--- src/rtl/axis_sample_pacer.sv ---
`default_nettype none
// +--------------------------------------------------------------------------+
// | Module : axis_sample_pacer                                               |
// | Brief  : AXIS sample FIFO that releases one sample every clk_div clocks  |
// | Rev    : 1.0  initial release                                            |
// +--------------------------------------------------------------------------+
module axis_sample_pacer #(
  parameter int data_width = 16,
  parameter int clk_div    = 5,
  parameter int fifo_depth = 16
) (
  input  logic                            clk,
  input  logic                            rst_n,
  input  logic                            en,
  input  logic                            clr_status,
  input  logic [data_width-1:0]           s_axis_tdata,
  input  logic                            s_axis_tvalid,
  output logic                            s_axis_tready,
  output logic [data_width-1:0]           m_axis_tdata,
  output logic                            m_axis_tvalid,
  input  logic                            m_axis_tready,
  output logic [$clog2(fifo_depth):0]     fifo_level,
  output logic [15:0]                     underrun_cnt,
  output logic                            late_flag
);

  localparam int c_ptr_w = $clog2(fifo_depth);
  localparam int c_lvl_w = c_ptr_w + 1;
  localparam int c_cnt_w = $clog2(clk_div);
  localparam logic [c_cnt_w-1:0] c_cnt_last = c_cnt_w'(clk_div - 1);
  localparam logic [c_lvl_w-1:0] c_full_lvl = c_lvl_w'(fifo_depth);

  typedef enum logic [0:0] {
    ST_PACE = 1'b0,
    ST_HOLD = 1'b1
  } state_t;

  state_t                 r_state;
  state_t                 w_state_nxt;
  logic [c_cnt_w-1:0]     r_cnt;
  logic                   w_tick;
  logic [data_width-1:0]  r_mem [fifo_depth];
  logic [c_ptr_w-1:0]     r_wr_ptr;
  logic [c_ptr_w-1:0]     r_rd_ptr;
  logic [c_lvl_w-1:0]     r_level;
  logic [c_lvl_w-1:0]     w_level_nxt;
  logic                   r_s_ready;
  logic                   w_push;
  logic                   w_pop;
  logic                   w_empty;
  logic                   w_underrun;
  logic                   w_late;
  logic [data_width-1:0]  r_out_data;
  logic [15:0]            r_underrun_cnt;
  logic                   r_late_flag;

  assign w_tick   = en && (r_cnt == c_cnt_last);
  assign w_empty  = (r_level == '0);
  assign w_push   = s_axis_tvalid && r_s_ready;
  assign w_level_nxt = r_level + c_lvl_w'(w_push) - c_lvl_w'(w_pop);

  // Sample-slot counter; held at zero while pacing is disabled.
  always_ff @(posedge clk or negedge rst_n) begin
    if (!rst_n) begin
      r_cnt <= '0;
    end else if (en) begin
      r_cnt <= (r_cnt == c_cnt_last) ? '0 : r_cnt + c_cnt_w'(1);
    end else begin
      r_cnt <= '0;
    end
  end

  always_ff @(posedge clk) begin
    if (w_push) begin
      r_mem[r_wr_ptr] <= s_axis_tdata;
    end
  end

  // Ready is based on the registered level, so a same-cycle pop never frees room.
  always_ff @(posedge clk or negedge rst_n) begin
    if (!rst_n) begin
      r_wr_ptr  <= '0;
      r_rd_ptr  <= '0;
      r_level   <= '0;
      r_s_ready <= 1'b0;
    end else begin
      if (w_push) r_wr_ptr <= r_wr_ptr + c_ptr_w'(1);
      if (w_pop)  r_rd_ptr <= r_rd_ptr + c_ptr_w'(1);
      r_level   <= w_level_nxt;
      r_s_ready <= (w_level_nxt != c_full_lvl);
    end
  end

  always_ff @(posedge clk or negedge rst_n) begin
    if (!rst_n) begin
      r_state    <= ST_PACE;
      r_out_data <= '0;
    end else begin
      r_state <= w_state_nxt;
      if (w_pop) r_out_data <= r_mem[r_rd_ptr];
    end
  end

  always_comb begin
    w_state_nxt = r_state;
    w_pop       = 1'b0;
    w_underrun  = 1'b0;
    w_late      = 1'b0;
    case (r_state)
      ST_PACE: begin
        if (w_tick) begin
          if (!w_empty) begin
            w_pop       = 1'b1;
            w_state_nxt = ST_HOLD;
          end else begin
            w_underrun = 1'b1;
          end
        end
      end
      ST_HOLD: begin
        // A tick while the previous sample is still pending loses that slot.
        w_late = w_tick;
        if (m_axis_tready) w_state_nxt = ST_PACE;
      end
      default: w_state_nxt = ST_PACE;
    endcase
  end

  always_ff @(posedge clk or negedge rst_n) begin
    if (!rst_n) begin
      r_underrun_cnt <= '0;
      r_late_flag    <= 1'b0;
    end else if (clr_status) begin
      r_underrun_cnt <= '0;
      r_late_flag    <= 1'b0;
    end else begin
      if (w_underrun && (r_underrun_cnt != 16'hFFFF)) begin
        r_underrun_cnt <= r_underrun_cnt + 16'd1;
      end
      if (w_late) r_late_flag <= 1'b1;
    end
  end

  assign s_axis_tready = r_s_ready;
  assign m_axis_tvalid = (r_state == ST_HOLD);
  assign m_axis_tdata  = r_out_data;
  assign fifo_level    = r_level;
  assign underrun_cnt  = r_underrun_cnt;
  assign late_flag     = r_late_flag;

endmodule
`default_nettype wire

--- config.mk ---
export PLATFORM = sky130hd
export DESIGN_NAME = axis_sample_pacer
export DESIGN_NICKNAME = d
export VERILOG_FILES = /design/src/rtl/axis_sample_pacer.sv
export SDC_FILE = /design/constraint.sdc
export NUM_CORES = 1
export LEC_CHECK = 0
export CAP_MARGIN = 20
export CORE_ASPECT_RATIO = 1.4
export CORE_MARGIN = 2
export CORE_UTILIZATION = 45
export DETAILED_ROUTE_END_ITERATION = 10
export GPL_TIMING_DRIVEN = 0
export PLACE_DENSITY = 0.63
export RECOVER_POWER = 50
export SLEW_MARGIN = 20
export SYNTH_ARGS = -nofsm -noshare
export SYNTH_HDL_FRONTEND = slang
export SYNTH_SLANG_ARGS = --single-unit
--- constraint.sdc ---
create_clock -name clk -period 2.5 [get_ports clk]
set_clock_uncertainty 0.1 [all_clocks]
set_input_delay 0.5 -clock clk [delete_from_list [all_inputs] [get_ports clk]]
set_output_delay 0.5 -clock clk [all_outputs]
set_load 0.02 [all_outputs]
# Word level (Yosys, flattened, before mapping)
# Memories as Yosys holds them, arrays and structs flattened. A register that Yosys moved wholly into a read port is not among the register bits.
# Index checks and enable logic that the tools add are counted.
[word_totals]
reg_bits = 35
ramBits = 256
in_bits = 22
wordCells = 43
mem_count = 1
[op_classes]
n_addsub = 6
eq_ne = 3
mux = 17
bitwise = 1
n_reduce_logical = 7
[memory_table]
columns = ["memory", "words", "width", "read_ports", "rd_clocked_by_memory_dff", "wr", "line_no", "rtl"]
rows = [
  ["r_mem", 16, 16, 1, 1, 1, "42", "logic [data_width-1:0] r_mem [fifo_depth];"],
]
[op_table]
columns = ["operator", "count"]
rows = [
  ["16-bit two-way mux", 2],
  ["16-bit by 1-bit adder with 16-bit output, second input constant", 1],
  ["16-bit != test, second input constant", 1],
  ["1-bit two-way mux", 12],
  ["4-bit by 1-bit adder with 4-bit output, second input constant", 2],
  ["3-bit two-way mux", 2],
  ["5-bit by 1-bit adder with 5-bit output", 1],
  ["5-bit zero test", 1],
  ["5-bit != test, second input constant", 1],
  ["5-bit by 1-bit subtractor with 5-bit output", 1],
  ["2-bit nonzero test", 2],
  ["3-bit by 1-bit adder with 3-bit output, second input constant", 1],
  ["3-bit equality test, second input constant", 1],
  ["1-bit logical AND", 3],
  ["1-bit case mux with 2 select lines", 1],
  ["1-bit zero test", 1],
  ["1-bit NOT", 1],
]

# Depth between registers and ports, before layout
[depth]
ltp_word = 7
mapped_depth = 13

# Worst setup path after synthesis
# No wires, ideal clock.
[synth_timing]
kind = "reg2reg"
startpoint = "reg r_level[3] (netlist: fifo_level[3])"
endpoint = "reg r_s_ready (netlist: s_axis_tready)"
setup_ps = 129
arrival_ps = 2548
required_time_ps = 2271
path_slack_ps = -277
stages_incl_launch_ff = 14
n_path_buf = 0
synth_period_minus_slack_ps = 2777
cell_sequence = "dfrtp_1 -> inv_1 -> ha_1 -> nor4b_4 -> nand2b_2 -> inv_2 -> ha_1 -> inv_1 -> ha_1 -> fa_1 -> a21oi_1 -> o21bai_1 -> xnor2_1 -> nand3b_1"
[synth_via]
elab_chain_len = 6
word_cells_on_any_way = 7
cone_classes = "2 x add/sub; 1 x eq/ne; 3 x mux; 1 x reduce/logical"
[synth_lines]
columns = ["item", "line_no", "rtl"]
rows = [
  ["start, declared", "45", "logic [c_lvl_w-1:0] r_level;"],
  ["start signal, assigned", "89", "r_level <= w_level_nxt;"],
  ["5-bit zero test", "58", "assign w_empty = (r_level == '0);"],
  ["1-bit two-way mux", "112", "if (!w_empty) begin"],
  ["1-bit two-way mux", "111", "if (w_tick) begin"],
  ["1-bit two-way mux", "109", "case (r_state)"],
  ["named net w_pop", "49", "logic w_pop;"],
  ["5-bit by 1-bit subtractor with 5-bit output", "60", "assign w_level_nxt = r_level + c_lvl_w'(w_push) - c_lvl_w'(w_pop);"],
  ["named net w_level_nxt[4]", "46", "logic [c_lvl_w-1:0] w_level_nxt;"],
  ["5-bit != test", "90", "r_s_ready <= (w_level_nxt != c_full_lvl);"],
  ["end signal, assigned", "90", ""],
  ["end, declared", "47", "logic r_s_ready;"],
]
# The timed path passes the listed nets, and every way through them passes these cells.
# A chain may end at the register's enable or synchronous reset.

# Worst setup path in the final report
[layout_timing]
startpoint = "in s_axis_tvalid"
endpoint = "reg r_s_ready (netlist: s_axis_tready)"
[layout_via]
elab_chain_len = 4
[layout_lines]
columns = ["item", "line_no", "rtl"]
rows = [
  ["start, declared", "17", "input logic s_axis_tvalid,"],
  ["1-bit logical AND", "59", "assign w_push = s_axis_tvalid && r_s_ready;"],
  ["5-bit by 1-bit adder with 5-bit output", "60", ""],
  ["5-bit by 1-bit subtractor with 5-bit output", "60", ""],
  ["named net w_level_nxt[4]", "46", ""],
  ["5-bit != test", "90", ""],
]
# The timed path passes the listed nets, and every way through them passes these cells.

==> metrics.md <==
| Metric | Value |
|---|---|
| M1 WL | `10200 um` |
| CTS clk-pin slew, worst paths | `0.06 ns` |
| Number of CTS-inserted buffers | `29` |
| Via count of the first global-routing pass | `6852` |
| GRT Overall Usage | `19.8%` |
| Max Cap Viol | `0` |
| Row count | `71` |
| Residual DRC | `0` |
| #FFs+latches synth | `307` |
| Critical Path Sink Type | `register` |
| Warnings, synthesis | `0` |
| Crit Path Class | `in2reg` |
| Pleak | `4.83 nW` |
| Number of port buffers | `60` |
| Core area | `26700 um2` |
| Count leader, synth | `edfxtp_1` |
| Clock Latency Late Sink | `0.55 ns` |
| Commonest cells post-synth | `edfxtp_1, mux4_2, dfrtp_1` |
| Drt pass-1 iters | `5` |
| Post-layout min period | `2.64 ns` |
| Wire length per cell | `24.0 um` |
| RePlAce Congestion | `0.844` |
| Top FF cell, synth | `edfxtp_1` |
| Clk sinks | `307` |
| WL met3 | `1210 um` |
| Nets | `785` |
| Unique masters post-synth | `49` |
| Layout area overhead | `20.2%` |
| Required time worst endpoint | `2.82 ns` |
| Async S/R FF share, synth | `16.6%` |
| Initial antenna violation count | `1` |
| Die height | `199 um` |
| Layout cells sized above 1 | `23.6%` |
| Via-per-instance ratio | `5.60` |
| Clk buf depth | `3` |
| H-tree lvl count | `1` |
| Failing checks | `setup timing` |
| EDFF count, synth | `256` |
| Final Hold Vio Count | `0` |
| Cell Area, Synth | `12200 um2` |
| Sequential fraction of the synthesis area | `73.5%` |
| Worst setup SP type | `input pin` |
| First-iteration detailed-routing DRC count | `357` |
| CTS tree | `built` |
| Final worst path period share | `106%` |
| RSZ-0062 raised after global routing | `yes` |
| Clock root cell | `clkbuf_16` |
| Die width | `143 um` |
| Crit path max fanout | `9` |
| ANT nets after route | `0` |
| Met2 routed WL | `15300 um` |
| Synth top area share | `63.0%` |
| Vias | `6370` |
| Post-DP HPWL | `17700 um` |
| VDD IR max | `528 uV` |
| Mean Syn Cell Area | `19.3 um2` |
| Hold crit path type | `in2reg` |
| DP Area | `13500 um2` |
| TNS Setup | `-0.158 ns` |
| Io pins | `62` |
| Initial Utilization | `45.6%` |
| Remaining Overflow, GRT | `0` |
| Dominant cells by area after synthesis | `edfxtp_1, mux4_2, dfrtp_1` |
| Setup WS post-layout | `-0.145 ns` |
| Slew Viols, Final | `0` |
| Slew @ Worst Pin | `1.45 ns` |
| First-pass GRT wire length | `41000 um` |
| Finish-stage setup viols | `2` |
| Syn Nets | `669` |
| Post-synth top area cell | `edfxtp_1` |
| Power after layout | `14.3 mW` |
| Arrival time worst endpoint | `2.97 ns` |
| Max Used Layer | `met4` |
| PwrDens | `973 nW/um2` |
| Largest net degree at the start of global routing | `52` |
| Layout Cell Area excl Fill | `14700 um2` |
| Worst rel slew slack | `3.19%` |
| Routed WL | `27300 um` |
| Fmax | `0.378 GHz` |
| Status | `complete, but fails checks` |
| Post-Synthesis Cells | `632` |
| Post-layout util | `54.8%` |
| Die ar. | `28500 um2` |
==> power breakdown <==
group	internal, mW	switching (mW)	total (mW)
Sequential	6.24	0.271	6.51
Clock	2.36	1.81	4.18
Combinational	1.59	1.98	3.57
Total	10.2	4.06	14.3
==> cells in the final DEF (no fill, tap or decap), drive strengths merged, types with 17 or more instances in the layout <==
cell type,n
edfxtp,256
mux4,64
clkbuf,59
dfrtp,51
clkdlybuf4s50,42
buf,39
mux2i,32
nand2,32
dlygate4sd3,18
inv,18
a21oi,17
==> worst max-delay path: stages <==
cell	delay (ns)
dlygate4sd3_1	0.52
and2_0	0.12
clkbuf_1	0.33
inv_1	0.14
ha_4	0.29
inv_2	0.04
ha_4	0.15
fa_2	0.38
a21oi_2	0.14
o21bai_1	0.08
xnor2_1	0.18
nand3b_1	0.10
==> state kept, by name (all words and copies together) (netlist names) <==
register       cells
s_axis_tready      1
r_cnt              3
r_mem            256
m_axis_tvalid      1
late_flag          1
underrun_cnt      16
fifo_level         5
m_axis_tdata      16
r_wr_ptr           4
r_rd_ptr           4
==> what timing repair did <==
item                                   CTS  global route
setup endpoints to repair               14            95
gates resized for setup                  7             9
setup buffers                            7             6
endpoints found under the hold margin   51             0
hold buffers                             1             0
pin swaps                                7            10
==> worst paths after layout <==
kind                               startpoint              end  slack [ns]  cells past startpoint
worst max-delay path            s_axis_tvalid    s_axis_tready       -0.14                     12
worst min-delay path               clr_status  underrun_cnt[0]        0.07                      2
worst max register to register  fifo_level[2]    s_axis_tready       -0.14                     13
worst min register to register       r_cnt[0]         r_cnt[0]        0.39                      1
max in group asynchronous               rst_n    fifo_level[2]        0.61                      2
min in group asynchronous               rst_n    fifo_level[4]        0.72                      2
==> cell type report <==
cell class | count | area, um2
multi-input combinational | 279 | 3180
antenna | 1 | 2.50
fill | 2064 | 12100
timing repair buffer | 86 | 933
inverter | 16 | 65.1
buffer | 29 | 159
sequential | 307 | 8970
clock buffer | 43 | 778
tap | 365 | 457
clock inverter | 11 | 113
==> metrics by stage <==
step | instances | hold WS (ns) | worst slack, ns
2_1_floorplan | 632 | 0.104 | -0.176
3_3_place_gp | 1057 | 0.343 | -1.26
3_5_place_dp | 1069 | 0.373 | -0.643
4_1_cts | 1131 | 0.0590 | -0.196
5_1_grt | 1136 | 0.0716 | -0.291
6_report | 1137 | 0.0690 | -0.145
==> layer usage <==
metal  vias to the layer above  track usage (%)
met5                         -                0
met4                         0             4.77
met3                        44             2.50
met2                       174             37.9
met1                      3361             23.3
li1                       2791                -
==> cell families (layout without fill, tap and decap cells) <==
family | count (synthesis) | count (layout) | synth area share [%]
other | 0 | 1 | 0
xor gates and xnor gates | 10 | 10 | 0.718
adders and majority gates | 15 | 15 | 1.60
AOI/OAI and AO/OA | 54 | 54 | 3.05
muxes | 97 | 97 | 14.5
and+or+nand+nor | 103 | 103 | 4.85
buffers and inverters | 46 | 185 | 1.74
DFF | 307 | 307 | 73.5
Note: power is estimated with default switching activity, not from simulation.
